File: src/rtl/ram_scan_reader_pkg.sv
// Shared types and constants for the read-side sweep engine.
package ram_scan_pkg;

  localparam int NUM_RPORTS     = 8;
  localparam int DEFAULT_DATA_W = 32;

  typedef enum logic [2:0] {
    IDLE,
    ISSUE,
    WAIT,
    DRAIN,
    DONE
  } state_e;

  function automatic int addr_width(input int blocksize);
    return blocksize + 1;
  endfunction

endpackage

File: src/rtl/ram_scan_reader_lane_buffer.sv
// Captures one 8-word read group and serialises its valid lanes onto a valid/ready stream.
module scan_lane_buffer
  import ram_scan_pkg::*;
#(
  parameter int DATA_W = DEFAULT_DATA_W
) (
  input  logic                                clk,
  input  logic                                rst,
  input  logic                                capture_i,
  input  logic [3:0]                          lanes_i,
  input  logic                                final_i,
  input  logic [NUM_RPORTS-1:0][DATA_W-1:0]   data_i,
  input  logic                                ready_i,
  output logic [DATA_W-1:0]                   data_o,
  output logic                                valid_o,
  output logic                                last_o,
  output logic                                grp_done_o
);

  logic [DATA_W-1:0] buf_q [NUM_RPORTS];
  logic [2:0]        ptr_q, ptr_d;
  logic [3:0]        lanes_q;
  logic              final_q;
  logic              active_q, active_d;
  logic              last_lane;
  logic              fire;

  assign last_lane  = ({1'b0, ptr_q} == (lanes_q - 4'd1));
  assign fire       = active_q & ready_i;
  assign grp_done_o = fire & last_lane;
  assign valid_o    = active_q;
  assign data_o     = buf_q[ptr_q];
  assign last_o     = active_q & final_q & last_lane;

  always_comb begin
    ptr_d    = ptr_q;
    active_d = active_q;
    if (capture_i) begin
      ptr_d    = '0;
      active_d = 1'b1;
    end else if (fire) begin
      // Lanes beyond lanes_q in a partial group are skipped by closing here.
      ptr_d    = last_lane ? 3'd0 : ptr_q + 3'd1;
      active_d = ~last_lane;
    end
  end

  always_ff @(posedge clk or negedge rst) begin
    if (!rst) begin
      for (int i = 0; i < NUM_RPORTS; i++) buf_q[i] <= '0;
      ptr_q    <= '0;
      lanes_q  <= '0;
      final_q  <= 1'b0;
      active_q <= 1'b0;
    end else begin
      ptr_q    <= ptr_d;
      active_q <= active_d;
      if (capture_i) begin
        for (int i = 0; i < NUM_RPORTS; i++) buf_q[i] <= data_i[i];
        lanes_q <= lanes_i;
        final_q <= final_i;
      end
    end
  end

endmodule

File: src/rtl/ram_scan_reader.sv
// Sweeps an address range through eight parallel read ports and streams the words out in order.
module ram_scan_reader
  import ram_scan_pkg::*;
#(
  parameter int BLOCKSIZE = 10,
  parameter int DATA_W    = DEFAULT_DATA_W,
  parameter int RD_LAT    = 1
) (
  input  logic                 clk,
  input  logic                 rst,
  input  logic                 start,
  input  logic [BLOCKSIZE:0]   base_addr,
  input  logic [BLOCKSIZE+1:0] count,
  output logic                 busy,
  output logic                 done,
  output logic [BLOCKSIZE:0]   r1_addr,
  output logic [BLOCKSIZE:0]   r2_addr,
  output logic [BLOCKSIZE:0]   r3_addr,
  output logic [BLOCKSIZE:0]   r4_addr,
  output logic [BLOCKSIZE:0]   r5_addr,
  output logic [BLOCKSIZE:0]   r6_addr,
  output logic [BLOCKSIZE:0]   r7_addr,
  output logic [BLOCKSIZE:0]   r8_addr,
  input  logic [DATA_W-1:0]    d1,
  input  logic [DATA_W-1:0]    d2,
  input  logic [DATA_W-1:0]    d3,
  input  logic [DATA_W-1:0]    d4,
  input  logic [DATA_W-1:0]    d5,
  input  logic [DATA_W-1:0]    d6,
  input  logic [DATA_W-1:0]    d7,
  input  logic [DATA_W-1:0]    d8,
  output logic [DATA_W-1:0]    out_data,
  output logic                 out_valid,
  input  logic                 out_ready,
  output logic                 out_last
);

  localparam int AW    = addr_width(BLOCKSIZE);
  localparam int CW    = AW + 1;
  localparam int LAT_W = (RD_LAT > 1) ? $clog2(RD_LAT) : 1;
  localparam logic [CW-1:0] DEPTH = {1'b1, {AW{1'b0}}};

  state_e                 state_q, state_d;
  logic [AW-1:0]          grp_addr_q, grp_addr_d;
  logic [CW-1:0]          remaining_q, remaining_d;
  logic [LAT_W-1:0]       lat_q, lat_d;
  logic [AW-1:0]          raddr_q [NUM_RPORTS];
  logic [3:0]             lanes_now;
  logic                   capture;
  logic                   grp_done;
  logic [NUM_RPORTS-1:0][DATA_W-1:0] d_bus;

  assign d_bus = {d8, d7, d6, d5, d4, d3, d2, d1};
  assign {r8_addr, r7_addr, r6_addr, r5_addr, r4_addr, r3_addr, r2_addr, r1_addr} =
    {raddr_q[7], raddr_q[6], raddr_q[5], raddr_q[4],
     raddr_q[3], raddr_q[2], raddr_q[1], raddr_q[0]};

  assign lanes_now = (remaining_q >= CW'(NUM_RPORTS)) ? 4'd8 : remaining_q[3:0];

  always_comb begin
    state_d     = state_q;
    grp_addr_d  = grp_addr_q;
    remaining_d = remaining_q;
    lat_d       = lat_q;
    capture     = 1'b0;
    busy        = 1'b0;
    done        = 1'b0;
    case (state_q)
      IDLE: begin
        if (start) begin
          if (count == '0) begin
            state_d = DONE;
          end else begin
            grp_addr_d  = base_addr;
            remaining_d = (count > DEPTH) ? DEPTH : count;
            state_d     = ISSUE;
          end
        end
      end
      ISSUE: begin
        busy    = 1'b1;
        lat_d   = LAT_W'(RD_LAT - 1);
        state_d = WAIT;
      end
      WAIT: begin
        busy = 1'b1;
        if (lat_q == '0) begin
          capture     = 1'b1;
          remaining_d = remaining_q - CW'(lanes_now);
          grp_addr_d  = grp_addr_q + AW'(NUM_RPORTS);
          state_d     = DRAIN;
        end else begin
          lat_d = lat_q - LAT_W'(1);
        end
      end
      DRAIN: begin
        busy = 1'b1;
        if (grp_done) state_d = (remaining_q != '0) ? ISSUE : DONE;
      end
      DONE: begin
        done    = 1'b1;
        state_d = IDLE;
      end
      default: state_d = IDLE;
    endcase
  end

  always_ff @(posedge clk or negedge rst) begin
    if (!rst) begin
      state_q     <= IDLE;
      grp_addr_q  <= '0;
      remaining_q <= '0;
      lat_q       <= '0;
      for (int i = 0; i < NUM_RPORTS; i++) raddr_q[i] <= '0;
    end else begin
      state_q     <= state_d;
      grp_addr_q  <= grp_addr_d;
      remaining_q <= remaining_d;
      lat_q       <= lat_d;
      // Lane addresses move only when entering ISSUE and hold through WAIT/DRAIN.
      if (state_d == ISSUE) begin
        for (int i = 0; i < NUM_RPORTS; i++) raddr_q[i] <= grp_addr_d + AW'(i);
      end
    end
  end

  scan_lane_buffer #(
    .DATA_W (DATA_W)
  ) u_buf (
    .clk        (clk),
    .rst        (rst),
    .capture_i  (capture),
    .lanes_i    (lanes_now),
    .final_i    (remaining_q == CW'(lanes_now)),
    .data_i     (d_bus),
    .ready_i    (out_ready),
    .data_o     (out_data),
    .valid_o    (out_valid),
    .last_o     (out_last),
    .grp_done_o (grp_done)
  );

endmodule

File: config.mk
export PLATFORM = sky130hd
export DESIGN_NAME = ram_scan_reader
export DESIGN_NICKNAME = d
export VERILOG_FILES = /design/src/rtl/ram_scan_reader_pkg.sv /design/src/rtl/ram_scan_reader_lane_buffer.sv /design/src/rtl/ram_scan_reader.sv
export SDC_FILE = /design/constraint.sdc
export NUM_CORES = 1
export LEC_CHECK = 0
export CAP_MARGIN = 5
export CELL_PAD_IN_SITES_DETAIL_PLACEMENT = 1
export CELL_PAD_IN_SITES_GLOBAL_PLACEMENT = 2
export CORE_UTILIZATION = 34
export CTS_CLUSTER_DIAMETER = 50
export CTS_CLUSTER_SIZE = 24
export DETAILED_ROUTE_END_ITERATION = 16
export GPL_TIMING_DRIVEN = 0
export HOLD_SLACK_MARGIN = 0.03
export PLACE_DENSITY = 0.79
export RECOVER_POWER = 25
export SYNTH_ARGS = -nofsm -noshare
export SYNTH_HDL_FRONTEND = slang
export SYNTH_HIERARCHICAL = 1
export SYNTH_SLANG_ARGS = --single-unit
File: constraint.sdc
create_clock -name clk -period 3.8 [get_ports clk]
set_clock_uncertainty 0.2 [all_clocks]
set_input_delay 0.76 -clock clk [delete_from_list [all_inputs] [get_ports clk]]
set_output_delay 0.76 -clock clk [all_outputs]
set_load 0.02 [all_outputs]
Word-level counts from Yosys, hierarchy flattened --
Index checks and enable logic that the tools add are counted.
Cells by class: add/sub/neg operators 12, magnitude comparators 3, equal/unequal tests 10, multiplexer cells 30, bitwise operators 6, reduce and logical (&&, ||, !) cells 8
Operators by type and width (number):
- binary-select mux 32 bit (select 3 bit) | 1
- 2-to-1 mux 32 bit | 2
- 2-to-1 mux 12 bit | 4
- adder 11 x 3 -> 11 bit, second input constant | 4
- 2-to-1 mux 11 bit | 3
- 2-to-1 mux 3 bit | 8
- case mux 12 bit (2 select lines) | 1
- adder 11 x 2 -> 11 bit, second input constant | 2
- case mux 11 bit (2 select lines) | 1
- == test 12 x 4 -> 1 bit | 1
- >= comparator 12 x 4 -> 1 bit, second input constant | 1
- greater-than comparator 12 bit, second input constant | 1
- zero test 12 bit | 1
- case mux 3 bit (4 select lines) | 1
- nonzero test 12 bit | 1
- subtractor 12 x 4 -> 12 bit | 1
- adder 11 x 1 -> 11 bit, second input constant | 1
- adder 11 x 4 -> 11 bit, second input constant | 1
- 2-to-1 mux 1 bit | 7
- == test 3 x 1 -> 1 bit, second input constant | 2
- == test 3 x 2 -> 1 bit, second input constant | 2
- != test 2 bit, second input constant | 3
- nonzero test 2 bit | 3
- AND 1 bit | 4
- 13 further kinds | 13
Word-level totals: bits in registers 380, input bits 283, output and inout port bits 124, logic and storage cells 93

Depth between registers and ports, before layout --
depth in word-level cells 6, depth in mapped cells 13, depth with buffers taken out 12

Hierarchy --
Netlist, hierarchy kept.
Modules (own cells, without submodules):
- scan_lane_buffer | times used 1, cells each 703, area an instance 12079.1 um^2, sequential area each 6631.4 um^2
- ram_scan_reader | times used 1, cells each 581, area an instance 5570.3 um^2, sequential area each 2602.5 um^2

Least setup slack after synthesis --
Ideal clock, no wire load.
path kind input port to flip-flop, from input count[2], to register raddr_q, in the netlist r8_addr[10], library setup time 0.126 ns, arrival 3.195 ns, data required time 3.474 ns, setup slack 0.279 ns, stages on the path 13, path buffers 2, cells stage by stage nor3_1 > and4_4 > a21boi_2 > buf_6 > mux2_2 > inv_1 > ha_1 > inv_1 > a21oi_1 > or3_1 > buf_2 > o21a_1 > a221o_1
On the way: cells in the longest elaborated chain, start to end 5, elaborated cells on any way between the ends 9, classes of those cells 1 x add/sub; 1 x eq/ne; 6 x mux; 1 x reduce/logical
RTL lines:
- from (decl) | RTL line ram_scan_reader.sv:13 | input logic [BLOCKSIZE+1:0] count,
- zero test 12 bit | RTL line ram_scan_reader.sv:71 | if (count == '0) begin
- 2-to-1 mux 11 bit | RTL line ram_scan_reader.sv:71
- 2-to-1 mux 11 bit | RTL line ram_scan_reader.sv:70 | if (start) begin
- case mux 11 bit (2 select lines) | RTL line ram_scan_reader.sv:68 | case (state_q)
- net grp_addr_d[1] | RTL line ram_scan_reader.sv:44 | logic [AW-1:0] grp_addr_q, grp_addr_d;
- adder 11 x 3 -> 11 bit | RTL line ram_scan_reader.sv:122 | for (int i = 0; i < NUM_RPORTS; i++) raddr_q[i] <= grp_addr_d + AW'(i);
- to (decl) | RTL line ram_scan_reader.sv:47 | logic [AW-1:0] raddr_q [NUM_RPORTS];
The timed path passes the listed nets, and every way through them passes these cells. A chain may end at the register's enable or synchronous reset.

Worst setup path in the final report --
from input count[1], to register raddr_q, in the netlist r6_addr[10]
Same word-level chain as after synthesis.

==> key figures <==
Timing
  • Slew Viols, Final: 0
  • TNS Setup: 0 ns
  • RSZ-0062 raised after global routing: yes
  • Slew margin rel.: ~1.8%
  • Worst Tran Pin Value: between 1 and 1.5 ns
  • Tcrit/Tclk final: between 90 and 100%
  • Final Setup Violations: 0
  • Worst setup margin: about 0.075 ns
  • Fmax: roughly 0.27 GHz
  • Final min period: 3.72 ns
  • Final Hold Vio Count: 0

Clock network
  • CTS HTree Levels: 2
  • Clock root buffer: clkbuf_16
  • CTS tree: built
  • CTS Sinks: around 370
  • Num CTS Buffers: between 40 and 50
  • Insertion delay of the later-clocked pin in the worst-skew pair: approximately 0.60 ns
  • Clock-pin slew on the worst setup and hold paths: around 0.05 ns
  • Clock Path Buffers: 3

Power and ir drop
  • Peak VDD IR: 0.322 mV
  • Leakage power: 11.6 nW
  • P per Cell Area: 433 nW/um^2

Placement
  • Post-DP HPWL: roughly 47 mm
  • GPL Wtd Cong: 0.833
  • Number of buffer cells added on primary ports: 406
  • Dpl cells: between 2000 and 2500
  • Placed inst area: between 20000 and 25000 um^2
  • Place WS: -0.914 ns

Synthesis
  • Synth unique cells: 81
  • Synth Flop Type: dfrtp_1
  • Synth warn: 6
  • Syn_nets: 1580
  • Post-synthesis instance area: 17600 um^2
  • Syn Area/Cell: 13.7 um^2
  • Cells after Synth: 1284
  • Synthesized flop and latch total: between 300 and 400
  • Sequential share of the synthesized area: a little over half
  • Post-synth EDFFs: 0
  • Ys async rst share: 100%

Drt
  • Vias post-DR: approximately 13000
  • Antenna-violating nets left: 0
  • Drt drc: 0
  • DRT iter0 DRCs: ~660
  • Final wirelength: roughly 63 mm
  • DR pass1 iterations: 4
  • DR WL/cell: between 20 and 30 um
  • Via density per instance: 5.13

Floorplanning
  • I/O pin cnt: about 400
  • Die Wd: around 230 um
  • Num rows: 83
  • Die height: 230 um
  • Starting Density: roughly 34%
  • Die ar.: 52800 um^2
  • Core footprint: 51300 um^2

Setup path
  • Worst-path fanout max: 5
  • Largest incremental delay on the critical path: 0.47 ns
  • CP endpoint kind: flop
  • CP endpoint: r6_addr[10]
  • CP most frequent cell: nor2_1
  • Worst R2R End: r6_addr[8]
  • Worst EP arrival: ~4 ns
  • CP max stage cell: clkdlybuf4s50_1
  • R2R cell count: 11
  • Critical Path Start: count[1]
  • Crit path cell chain: clkdlybuf4s50_1, nor4_4, and4_4, a21oi_2, nor2_1, inv_1, ha_1, a21oi_1, or3_1, buf_2, nor2_1, a221o_1
  • Worst EP required: about 4 ns
  • R2R Path Start: u_buf/lanes_q[0]
  • Crit start category: primary input
  • Critical path class: primary input to flop
  • FF-to-FF setup slack: 0.28 ns

GRT
  • Initial antenna violation count: 29
  • First-pass GRT wire length: 94.6 mm
  • Global route overflow: 0
  • Vias in the first global route: 14100
  • GRT Util Overall: roughly 24%
  • Pin count of the biggest net entering global routing: ~110

Cells and area
  • Post-route cell area: about 25000 um^2
  • Fin nets: between 2000 and 2500
  • Most frequent cells in the layout: clkdlybuf4s50_1 (375), dfrtp_1 (369), mux2_2 (194), nand2_1 (115), mux2_1 (69)
  • Cell Count, Final, Fillers Out: between 2000 and 2500
  • Fillers: about 5300
  • Commonest non-fill, non-tap cell in the layout: clkdlybuf4s50_1
  • Share of layout cells above drive strength 1: 27.2%
  • Area grow syn2layout: 39.7%

Min path
  • Hold WC Path Type: flop to flop

Outcome
  • Status: finished clean

Run
  • Max Cap Viol: 0
synthesized netlist by cell type (15+ instances only):
master      n  area (um^2)
mux4_1     19          499
buf_2      42          210
nand3_1    19         95.1
mux2_1     69          777
dfrtp_1   369         9230
nand2_1   115          432
mux2_2    196         2210
clkbuf_1   19         71.3
o21a_1     15          113
o21ai_0    52          260
buf_4      15          113
a221o_1    15          150
a21oi_1    17         85.1
mux2_4     28          420
xnor2_1    28          245
nor2_1     37          139
mux4_2     45         1010
worst min-delay path by stage:
stage	startpoint	to	slack (ns)	cells after the start
after floorplan	u_buf/buf_q[194]	u_buf/buf_q[194]	0.25	1
after global placement	u_buf/buf_q[197]	u_buf/buf_q[197]	0.26	1
after detailed placement	u_buf/buf_q[208]	u_buf/buf_q[208]	0.27	1
after CTS	u_buf/buf_q[208]	u_buf/buf_q[208]	0.28	1
after global routing	u_buf/buf_q[217]	u_buf/buf_q[217]	0.29	1
final	r5_addr[3]	r5_addr[3]	0.27	2
repair_timing:
| action | CTS | global route |
|---|---|---|
| buffers inserted | 4 | 6 |
| endpoints found under the setup margin | 48 | 224 |
| endpoints found under the hold margin | 39 | 0 |
| hold buffers | 1 | 0 |
| gates resized for setup | 52 | 26 |
| pin swaps | 3 | 5 |
worst max-delay path: cells and delay by family:
kind                       cells  cell delay, ns
buffers and inverters          3            0.87
adders and majority gates      1            0.30
AOI/OAI and AO/OA              3            0.82
and+or+nand+nor                5            1.24
power breakdown:
part / internal [mW] / switching [mW]
Sequential: 3.95 / 0.0211
Clock: 3.03 / 1.97
Combinational: 0.833 / 0.877
Total: 7.81 / 2.87
layout make-up:
type                            instances  area (um^2)  share of cell area, %
Clock buffer                           55         1320                   5.36
Buffer                                 90          608                   2.47
Tap cell                              680          851                   3.45
Antenna cell                           18         45.0                  0.183
Multi-Input combinational cell        805         7850                   31.9
Timing Repair Buffer                  420         4210                   17.1
Clock inverter                         35          439                   1.78
Inverter                               20         96.3                  0.391
Sequential cell                       369         9230                   37.4
state kept, by name (all words and copies together), names as in the netlist, 10 cells and up:
signal and flops:
grp_addr_q 11, r4_addr 10, r3_addr 10, r2_addr 11, remaining_q 12, r1_addr 11
u_buf/buf_q 256
per-stage QoR:
stage / hold slack [ns] / total power, mW / utilization (%)
2_1_floorplan: 0.249 / 4.95 / -
3_3_place_gp: 0.260 / 5.72 / 44.0
3_5_place_dp: 0.268 / 5.73 / 44.2
4_1_cts: 0.282 / 10.8 / 47.8
5_1_grt: 0.292 / 11.1 / 48.0
6_report: 0.273 / 10.7 / 48.1
cell families after synthesis:
family	Yosys count	synth area share, %
flops	369	52.3
mux	358	27.9
simple gates	238	6.83
compound gates	164	6.73
buf+inv	110	3.64
xor+xnor	31	1.62
fa+ha+maj	13	0.922
other cells	1	0.0212
metal layers:
layer	global-route usage, %	vias up	share of wire (%)
met3	8.67	100	8.6
li1	-	5696	-
met5	0	-	0.30
met1	29.3	6609	40
met4	6.62	30	2.0
met2	40.3	356	49
Power figures use the tool's default switching activity.
